[src/rtl/div_seq.sv]
// Sequential signed restoring divider: one quotient bit per clock, signs applied
// in a final fix-up cycle. Quotient truncates toward zero; remainder follows the dividend.
module div_seq #(
  parameter int WIDTH = 32
) (
  input  logic             clock,
  input  logic             clear_n,
  input  logic             start,
  input  logic [WIDTH-1:0] Ra,
  input  logic [WIDTH-1:0] Rb,
  output logic             busy,
  output logic             done,
  output logic [WIDTH-1:0] LO,
  output logic [WIDTH-1:0] HI,
  output logic             div_zero
);

  typedef enum logic [1:0] {IDLE, RUN, FIX, DONE} state_t;

  localparam int CW = $clog2(WIDTH);

  state_t           state, state_nxt;
  logic [CW-1:0]    cnt;
  logic             neg_a, neg_q;
  logic [WIDTH-1:0] quo, dvs, rem;
  logic [WIDTH:0]   trial, diff;
  logic             fits, last_step;

  // The most negative value negates to itself, which reads correctly as unsigned 2^(WIDTH-1).
  function automatic logic [WIDTH-1:0] mag(input logic [WIDTH-1:0] v);
    return v[WIDTH-1] ? -v : v;
  endfunction

  always_comb begin
    // NOTE: every signal gets a default before the case so no path leaves it unassigned (no latch).
    state_nxt = state;
    trial     = {rem, quo[WIDTH-1]};
    diff      = trial - {1'b0, dvs};
    fits      = ~diff[WIDTH];
    last_step = (cnt == CW'(WIDTH - 1));
    case (state)
      IDLE: if (start) state_nxt = (Rb == '0) ? DONE : RUN;
      RUN:  if (last_step) state_nxt = FIX;
      FIX:  state_nxt = DONE;
      DONE: state_nxt = IDLE;
      default: state_nxt = IDLE;
    endcase
  end

  assign busy = (state != IDLE);
  assign done = (state == DONE);

  always_ff @(posedge clock or negedge clear_n) begin
    if (!clear_n) begin
      // NOTE: sequential state uses non-blocking assignments so all registers update together.
      state <= IDLE;
    end else begin
      state <= state_nxt;
    end
  end

  always_ff @(posedge clock or negedge clear_n) begin
    if (!clear_n) begin
      cnt      <= '0;
      neg_a    <= 1'b0;
      neg_q    <= 1'b0;
      quo      <= '0;
      dvs      <= '0;
      rem      <= '0;
      LO       <= '0;
      HI       <= '0;
      div_zero <= 1'b0;
    end else begin
      case (state)
        IDLE: begin
          if (start) begin
            neg_a    <= Ra[WIDTH-1];
            neg_q    <= Ra[WIDTH-1] ^ Rb[WIDTH-1];
            quo      <= mag(Ra);
            dvs      <= mag(Rb);
            rem      <= '0;
            cnt      <= '0;
            div_zero <= 1'b0;
            if (Rb == '0) begin
              LO       <= '1;
              HI       <= Ra;
              div_zero <= 1'b1;
            end
          end
        end
        RUN: begin
          // Shift the next dividend bit into the remainder; keep the difference only if it fits.
          rem <= fits ? diff[WIDTH-1:0] : trial[WIDTH-1:0];
          quo <= {quo[WIDTH-2:0], fits};
          cnt <= cnt + CW'(1);
        end
        FIX: begin
          LO <= neg_q ? -quo : quo;
          HI <= neg_a ? -rem : rem;
        end
        default: ;
      endcase
    end
  end

endmodule

[config.mk]
export PLATFORM = sky130hd
export DESIGN_NAME = div_seq
export DESIGN_NICKNAME = d
export VERILOG_FILES = /design/src/rtl/div_seq.sv
export SDC_FILE = /design/constraint.sdc
export NUM_CORES = 1
export LEC_CHECK = 0
export ABC_CLOCK_PERIOD_IN_PS = 4010
export CAP_MARGIN = 40
export CORE_UTILIZATION = 50
export DETAILED_ROUTE_END_ITERATION = 6
export GPL_ROUTABILITY_DRIVEN = 0
export PLACE_DENSITY = 0.72
export SYNTH_ARGS = -nofsm -noshare
export SYNTH_HDL_FRONTEND = slang
export SYNTH_SLANG_ARGS = --single-unit
[constraint.sdc]
create_clock -name clock -period 4.01 [get_ports clock]
set_input_delay 0.802 -clock clock [delete_from_list [all_inputs] [get_ports clock]]
set_output_delay 0.802 -clock clock [all_outputs]
set_load 0.01 [all_outputs]
==> impl_results.md, run 1 <==
* Antenna Nets Post-Route at 0
* Die extent in y at 153.9 microns
* R2r setup slk at 0.57 ns
* Clock transition time at the flip-flop clock pins of the worst setup and hold paths at 0.07 ns
* Max Slew Vio Count at 0
* Clock Skew at 0.009958 ns
* Global-route congestion overflow total at 0
* Area inside the core boundary at 22640 sq um
* Max clock buf depth at 2
* Net total in the final layout at 1555
* Dpl ws at 0.1936 ns
* Compound-cell area share of the yosys netlist at 23.06%
* Max-cap viol count at 0
* Max FO, Critical Path at 37
* Rel. slew slack at 40.29%
* Final setup fails at 0
* Critical Path Source Type: flop
* Critical path's largest stage delay at 0.40 ns
* Fraction of final layout cells sized beyond drive strength 1 at 6.722%
* Total number of yosys warnings at 0
* Portion of the post-synthesis area used by sequential elements at 36.88%
* Largest family of logic cells by synthesized area: compound AO/OA/AOI/OAI gates
* Average detailed-routed wire length per instance at 17.04 microns
* Dominant cell type by area after synthesis: dfrtp_1
* Post-detailed-route DRC marker count at 0
* Number of placed I/O pins at 134
* Post-route clock period utilization at 85.90%
* CP Capture Type: flop
* Required time of the worst setup path at 4.36 ns
* Final HPWL from detailed placement at 22280 microns
* Synth Area in Simple Gates at 16.26%
* Post-Synthesis Cell Area at 11540 sq um
* Transition at the pin with the smallest max-transition slack at 0.8934 ns
* Number of cells upsized or downsized after cts at 0
* Final critical-path required period at 3.444 ns
* Sequential power share at 27.3%
* Worst reg2reg path endpoint: rem[0]
* Clock sink total at 170
* Root buffer cell: clkbuf_16
* Number of flip-flops and latches in the synthesized netlist at 170
* Crit path cell chain: inv_1 -> ha_1 -> fa_1 -> nand2b_1 -> a21oi_1 -> o21ai_0 -> a21oi_1 -> o211ai_1 -> a21oi_1 -> nand4bb_2 -> buf_12 -> mux2_2 -> o22ai_1
* Wire length of the first global-routing pass at 49870 microns
* Crit Path Class: flop to flop
* Sum Neg Setup Slack at 0 ns
* Maximum number of pins on one net before global-route repair at 78
* Area share of the largest cell type after synthesis at 36.88%
* Number of buffers inserted by hold repair at cts at 0
* Total leakage power at 5.898 nW
* Iteration-0 DRC Markers at 697
* Cell depth of the worst flop-to-flop path at 13
* Unrepaired setup endpoints after global routing: false
* CP Data Arrival Time at 3.80 ns
* Buffers inserted during post-CTS setup optimization at 0
* Maximum clock rate at 290.3 MHz
* Num CTS Buffers at 17
* Cell repeated most along the worst path: a21oi_1
* Via count of the first global-routing pass at 9776
* EDFF count, synth at 0
* Overall die width at 153.9 microns
* Proportion of synthesized area in mux cells at 3.612%
* Worst-Skew Late Latency at 0.44 ns
* Power per Cell Area at 849.0 nW/um^2
* Clock network power share at 14.3%
* Number of distinct library cells after synthesis at 70
* Ratio of routed vias to standard cells at 5.822
* Layout overhead on the synthesized area at 19.87%
* Detailed-routing iteration count for the pre-antenna-repair pass at 6
* Antenna violations before repair at 0
* Comb pwr share at 58.4%
* Via count of the routed design at 10147
* Initial Utilization at 50.95%
* Sw Share at 45.38%
* Async S/R FF share, synth at 100.0%
* Run status: finished clean
* Post-Synth Adder-Cell Area at 4.729%
* Synthesized netlist net count at 1457
* CP startpoint: quo[31]
* Mean area per synthesized cell at 8.564 sq um
* Number of antenna cells inserted at 0
* Hold Violations, Final at 0
* Total global-route track usage at 26.25%
* Worst min-delay path class: primary input to asynchronous set/reset pin
* Post-route setup slack at 0.5655 ns
* Top area cells in the synthesized netlist: dfrtp_1, xor2_1, nand2_1
* Net switching power of the design at 0.005328 W
* Crit-path slowest cell: fa_1
* Total routed wirelength at 29690 microns
* Predominant post-synthesis flop cell: dfrtp_1
* Die area at 23680 sq um
* # port buffers at 133
* Count of fill cells added during filler insertion at 2007
* Start of the worst register-to-register path: quo[31]
* Cell-internal power at 0.006412 W
* Number of standard-cell rows in the floorplan at 55
* TritonCTS clock tree: yes
* Xor/xnor cell area share of the yosys netlist at 11.01%
* Level count of the clock H-tree at 4
* Largest voltage drop on the vdd net at 0.4726 mV
* Synth Instances at 1347
==> cell usage in the layout (no fill, tap or decap), types with 12 or more instances in the layout <==
master / count
nand3_1: 22
nor2_1: 69
o22a_1: 14
clkbuf_16: 17
ha_1: 41
xnor2_1: 44
nand2_1: 182
xor2_1: 101
nand2b_1: 18
or4_1: 12
o21ai_1: 65
clkdlybuf4s50_1: 132
a22oi_1: 22
a21oi_1: 60
o21ai_0: 123
o31ai_1: 33
mux2i_1: 36
or3_1: 19
a31oi_1: 25
buf_4: 17
inv_1: 53
dfrtp_1: 170
o22ai_1: 12
a21o_1: 15
==> state kept, by name, indices dropped and copies added, names as in the netlist <==
name / flops
neg_a: 1
neg_q: 1
quo: 32
HI: 32
rem: 32
dvs: 32
LO: 32
state: 2
div_zero: 1
cnt: 5
==> layout make-up <==
type / count / area, sq um / share of cell area, %
multi-input combinational: 1043 / 6808 / 49.23
sequential: 170 / 4254 / 30.76
clock inverter: 15 / 165.2 / 1.194
inverter: 55 / 206.4 / 1.493
clock buffer: 17 / 425.4 / 3.076
timing repair buffer: 158 / 1613 / 11.66
tap: 285 / 356.6 / 2.579
==> synthesized netlist by cell type (15+ instances only) <==
library cell / count
clkbuf_1: 64
or3_1: 19
o21ai_1: 65
a22oi_1: 22
nand2_1: 183
a21o_1: 15
inv_1: 53
nand2b_1: 18
o31ai_1: 33
nor2_1: 69
xor2_1: 101
mux2i_1: 36
xnor2_1: 44
a21oi_1: 61
ha_1: 42
dfrtp_1: 170
nand3_1: 22
o21ai_0: 123
a31oi_1: 25
==> critical path, delay by kind of cell (launching register included) <==
family                     cells  cell delay, ns
AOI/OAI and AO/OA              6            1.26
adders and majority gates      2            0.65
and+or+nand+nor                2            0.38
muxes                          1            0.37
buffers and inverters          2            0.34
DFF                            1            0.33
==> logic make-up (layout without fill, tap and decap cells) <==
logic type / after synthesis / count (layout)
adder cells (fa/ha/maj): 43 / 43
buffers and inverters: 134 / 245
AO/OA/AOI/OAI: 427 / 427
AND/OR/NAND/NOR: 387 / 387
flip-flops: 170 / 170
multiplexers: 41 / 41
XOR/XNOR: 145 / 145
==> metrics by stage <==
step / utilization [%] / total power (W) / cells / cell area (sq um) / hold WS [ns]
floorplan: - / 0.007897 / 1347 / 11540 / 0.4498
global route: 61.08 / 0.01272 / 1743 / 13830 / 0.4328
finish: 61.08 / 0.01174 / 1743 / 13830 / 0.3723
detailed placement: 58.47 / 0.01006 / 1711 / 13240 / 0.4706
CTS: 61.08 / 0.01176 / 1743 / 13830 / 0.3973
global placement: 58.15 / 0.009818 / 1707 / 13170 / 0.4603
==> power groups by stage <==
stage               combinational [W]  sequential [W]  clock (W)
floorplan                     0.00481         0.00309          0
global placement              0.00659         0.00323          0
detailed placement            0.00683         0.00322          0
CTS                           0.00687         0.00319    0.00170
global route                  0.00765         0.00331    0.00177
finish                        0.00686         0.00320    0.00167
==> metal layers <==
metal  vias to the layer above  track usage (%)  share of wire [%]
li1                       5008                -                  -
met1                      4770            35.30                 45
met2                       315            43.31                 47
met3                        54            3.157                5.3
met4                         0            10.00                2.6
met5                         -                0                  0
==> worst max-delay path by stage <==
stage / end / depth (start not counted)
after detailed placement: LO[30] / 10
after CTS: rem[0] / 13
after global placement: LO[17] / 10
final: rem[0] / 13
after global routing: rem[0] / 13
after floorplan: dvs[27] / 8
No activity file was read; power rests on OpenSTA's default activity.
==> run 2, diff against run 1 <==
Settings changed: CAP_MARGIN 40 to 20.
==> impl_results.md, run 2 (synthesized netlist as in run 1, its figures left out) <==
* Post-detailed-route DRC marker count at 0 (unchanged)
* # port buffers at 133 (unchanged)
* Die area at 23680 sq um (unchanged)
* Iteration-0 DRC Markers at 630 (-9.6%)
* Clock Skew at 0.01022 ns (+0.0002664 ns)
* Final critical-path required period at 3.468 ns (+0.02355 ns)
* Sum Neg Setup Slack at 0 ns (unchanged)
* Number of placed I/O pins at 134 (unchanged)
* Critical path's largest stage delay at 0.40 ns (about the same)
* Max Slew Vio Count at 0 (unchanged)
* Initial Utilization at 50.95% (unchanged)
* Via count of the first global-routing pass at 9647 (-1.3%)
* Crit path cell chain: inv_1 -> ha_1 -> fa_1 -> nand2b_1 -> a21oi_1 -> o21ai_0 -> a21oi_1 -> o211ai_1 -> a21oi_1 -> nand4bb_2 -> buf_12 -> mux2_2 -> o22ai_1
* Maximum clock rate at 288.3 MHz (-0.68%)
* Via count of the routed design at 10139 (-0.079%)
* Worst-Skew Late Latency at 0.44 ns (about the same)
* Start of the worst register-to-register path: quo[31]
* Number of buffers inserted by hold repair at cts at 0 (unchanged)
* Area inside the core boundary at 22640 sq um (unchanged)
* Antenna violations before repair at 0 (unchanged)
* Cell repeated most along the worst path: a21oi_1
* Layout overhead on the synthesized area at 19.44%
* Average detailed-routed wire length per instance at 17.14 microns (+0.62%)
* Detailed-routing iteration count for the pre-antenna-repair pass at 5 (-1)
* CP startpoint: quo[31]
* Most common library cell in the layout ignoring fill and taps: nand2_1
* Num CTS Buffers at 17 (unchanged)
* Number of antenna cells inserted at 0 (unchanged)
* Max clock buf depth at 2 (unchanged)
* TritonCTS clock tree: yes
* Fraction of final layout cells sized beyond drive strength 1 at 6.529% (-0.19 points)
* Transition at the pin with the smallest max-transition slack at 1.041 ns (+0.1475 ns)
* CP Capture Type: flop
* Clock sink total at 170 (unchanged)
* Power per Cell Area at 846.6 nW/um^2 (-0.27%)
* Level count of the clock H-tree at 4 (unchanged)
* Commonest cells after routing, fill and taps aside: nand2_1, dfrtp_1, clkdlybuf4s50_1, o21ai_0, xor2_1
* Max FO, Critical Path at 37 (unchanged)
* Unrepaired setup endpoints after global routing: false
* Worst reg2reg path endpoint: rem[0]
* Wire length of the first global-routing pass at 49540 microns (-0.68%)
* Crit-path slowest cell: fa_1
* Worst path depth at 13 (unchanged)
* Buffers inserted during post-CTS setup optimization at 0 (unchanged)
* Global-route congestion overflow total at 0 (unchanged)
* Crit Path Class: flop to flop
* Total routed wirelength at 29830 microns (+0.45%)
* Capturing instance or port of the critical path: rem[0]
* Maximum number of pins on one net before global-route repair at 78 (unchanged)
* Overall die width at 153.9 microns (unchanged)
* Ratio of routed vias to standard cells at 5.827 (about the same)
* Die extent in y at 153.9 microns (unchanged)
* Net total in the final layout at 1552 (-0.19%)
* CP Data Arrival Time at 3.80 ns (about the same)
* Worst Path Buf+Inv at 2 (unchanged)
* Cell class contributing the biggest share of worst-path delay: compound AO/OA/AOI/OAI gates
* Post-route clock period utilization at 86.48% (+0.59 points)
* Cell depth of the worst flop-to-flop path at 13 (unchanged)
* Total leakage power at 5.870 nW (-0.48%)
* Layout Utilization at 60.86% (-0.22 points)
* Worst min-delay path class: primary input to asynchronous set/reset pin
* Final HPWL from detailed placement at 22030 microns (-1.1%)
* Total global-route track usage at 26.11% (-0.14 points)
* Post-route setup slack at 0.5420 ns (-0.02355 ns)
* Max-cap viol count at 0 (unchanged)
* Largest voltage drop on the vdd net at 0.4599 mV (-2.7%)
* Critical Path Source Type: flop
* Number of standard-cell rows in the floorplan at 55 (unchanged)
* Rel. slew slack at 30.60% (-9.7 points)
* Hold Violations, Final at 0 (unchanged)
* Count of fill cells added during filler insertion at 1986 (-1.0%)
* R2r setup slk at 0.54 ns (-0.02 ns)
* Final hold slack at 0.3690 ns (-0.003316 ns)
* Clock transition time at the flip-flop clock pins of the worst setup and hold paths at 0.07 ns (about the same)
* Run status: finished clean
* Required time of the worst setup path at 4.35 ns (about the same)
* Root buffer cell: clkbuf_16
* Antenna Nets Post-Route at 0 (unchanged)
* Final setup fails at 0 (unchanged)
* Dpl ws at 0.2034 ns (+0.009821 ns)
* Number of cells upsized or downsized after cts at 0 (unchanged)
[run 2: changes by cell type in the layout (fill, tap and decap cells not counted)]
cell,previous run,this run
inv_6,7,2
bufinv_16,1,0
inv_8,5,6
clkinv_8,0,4
clkinv_4,2,3
buf_8,3,0
buf_6,1,2
buf_16,1,0
[run 2: final cells by class]
cell class              instances  area [sq um]  area share [%]
repair buffers                155          1551           11.26
clock buffers                  17         425.4           3.088
multi-input cells            1043          6808           49.41
inverters                      55         206.4           1.498
well taps                     285         356.6           2.588
clock inverters                15         176.4           1.280
flip-flops and latches        170          4254           30.88
[run 2: worst min-delay path by stage]
stage / start / slack (ns) / endpoint
floorplan: dvs[10] / 0.45 / dvs[10]
global placement: dvs[19] / 0.46 / dvs[19]
detailed placement: dvs[18] / 0.47 / dvs[18]
CTS: clear_n / 0.39 / LO[11]
global route: clear_n / 0.43 / HI[13]
finish: clear_n / 0.37 / LO[11]
[run 2: power by group]
part	switching, W	total [W]	internal, W
Clock	0.000817	0.00166	0.000845
Combinational	0.00374	0.00676	0.00302
Sequential	0.000799	0.00324	0.00245
[run 2: layer usage]
layer,vias up,routed length (microns),track usage [%]
met5,-,0,0
met4,0,667,9.095
met3,43,1462,3.044
met2,324,14080,43.16
li1,4983,-,-
met1,4789,13620,35.44
[run 2: worst reg2reg max path, delay by kind of cell (launching register included)]
family / cells / cell delay [ns]
adders and majority gates: 2 / 0.65
AOI/OAI and AO/OA: 6 / 1.27
muxes: 1 / 0.40
and+or+nand+nor: 2 / 0.38
buffers and inverters: 2 / 0.35
DFF: 1 / 0.32
[run 2: stage by stage]
step | power [W] | instance area (sq um) | cells
finish | 0.01167 | 13780 | 1740
global route | 0.01262 | 13780 | 1740
CTS | 0.01167 | 13770 | 1739
detailed placement | 0.009981 | 13170 | 1707
global placement | 0.009818 | 13170 | 1707
floorplan | 0.007897 | 11540 | 1347
==> run 3, diff against run 2 <==
Settings changed: CAP_MARGIN 20 to 40.
==> results of run 3 <==
No change in the layout: final DEF, timing and power equal those of run 1.
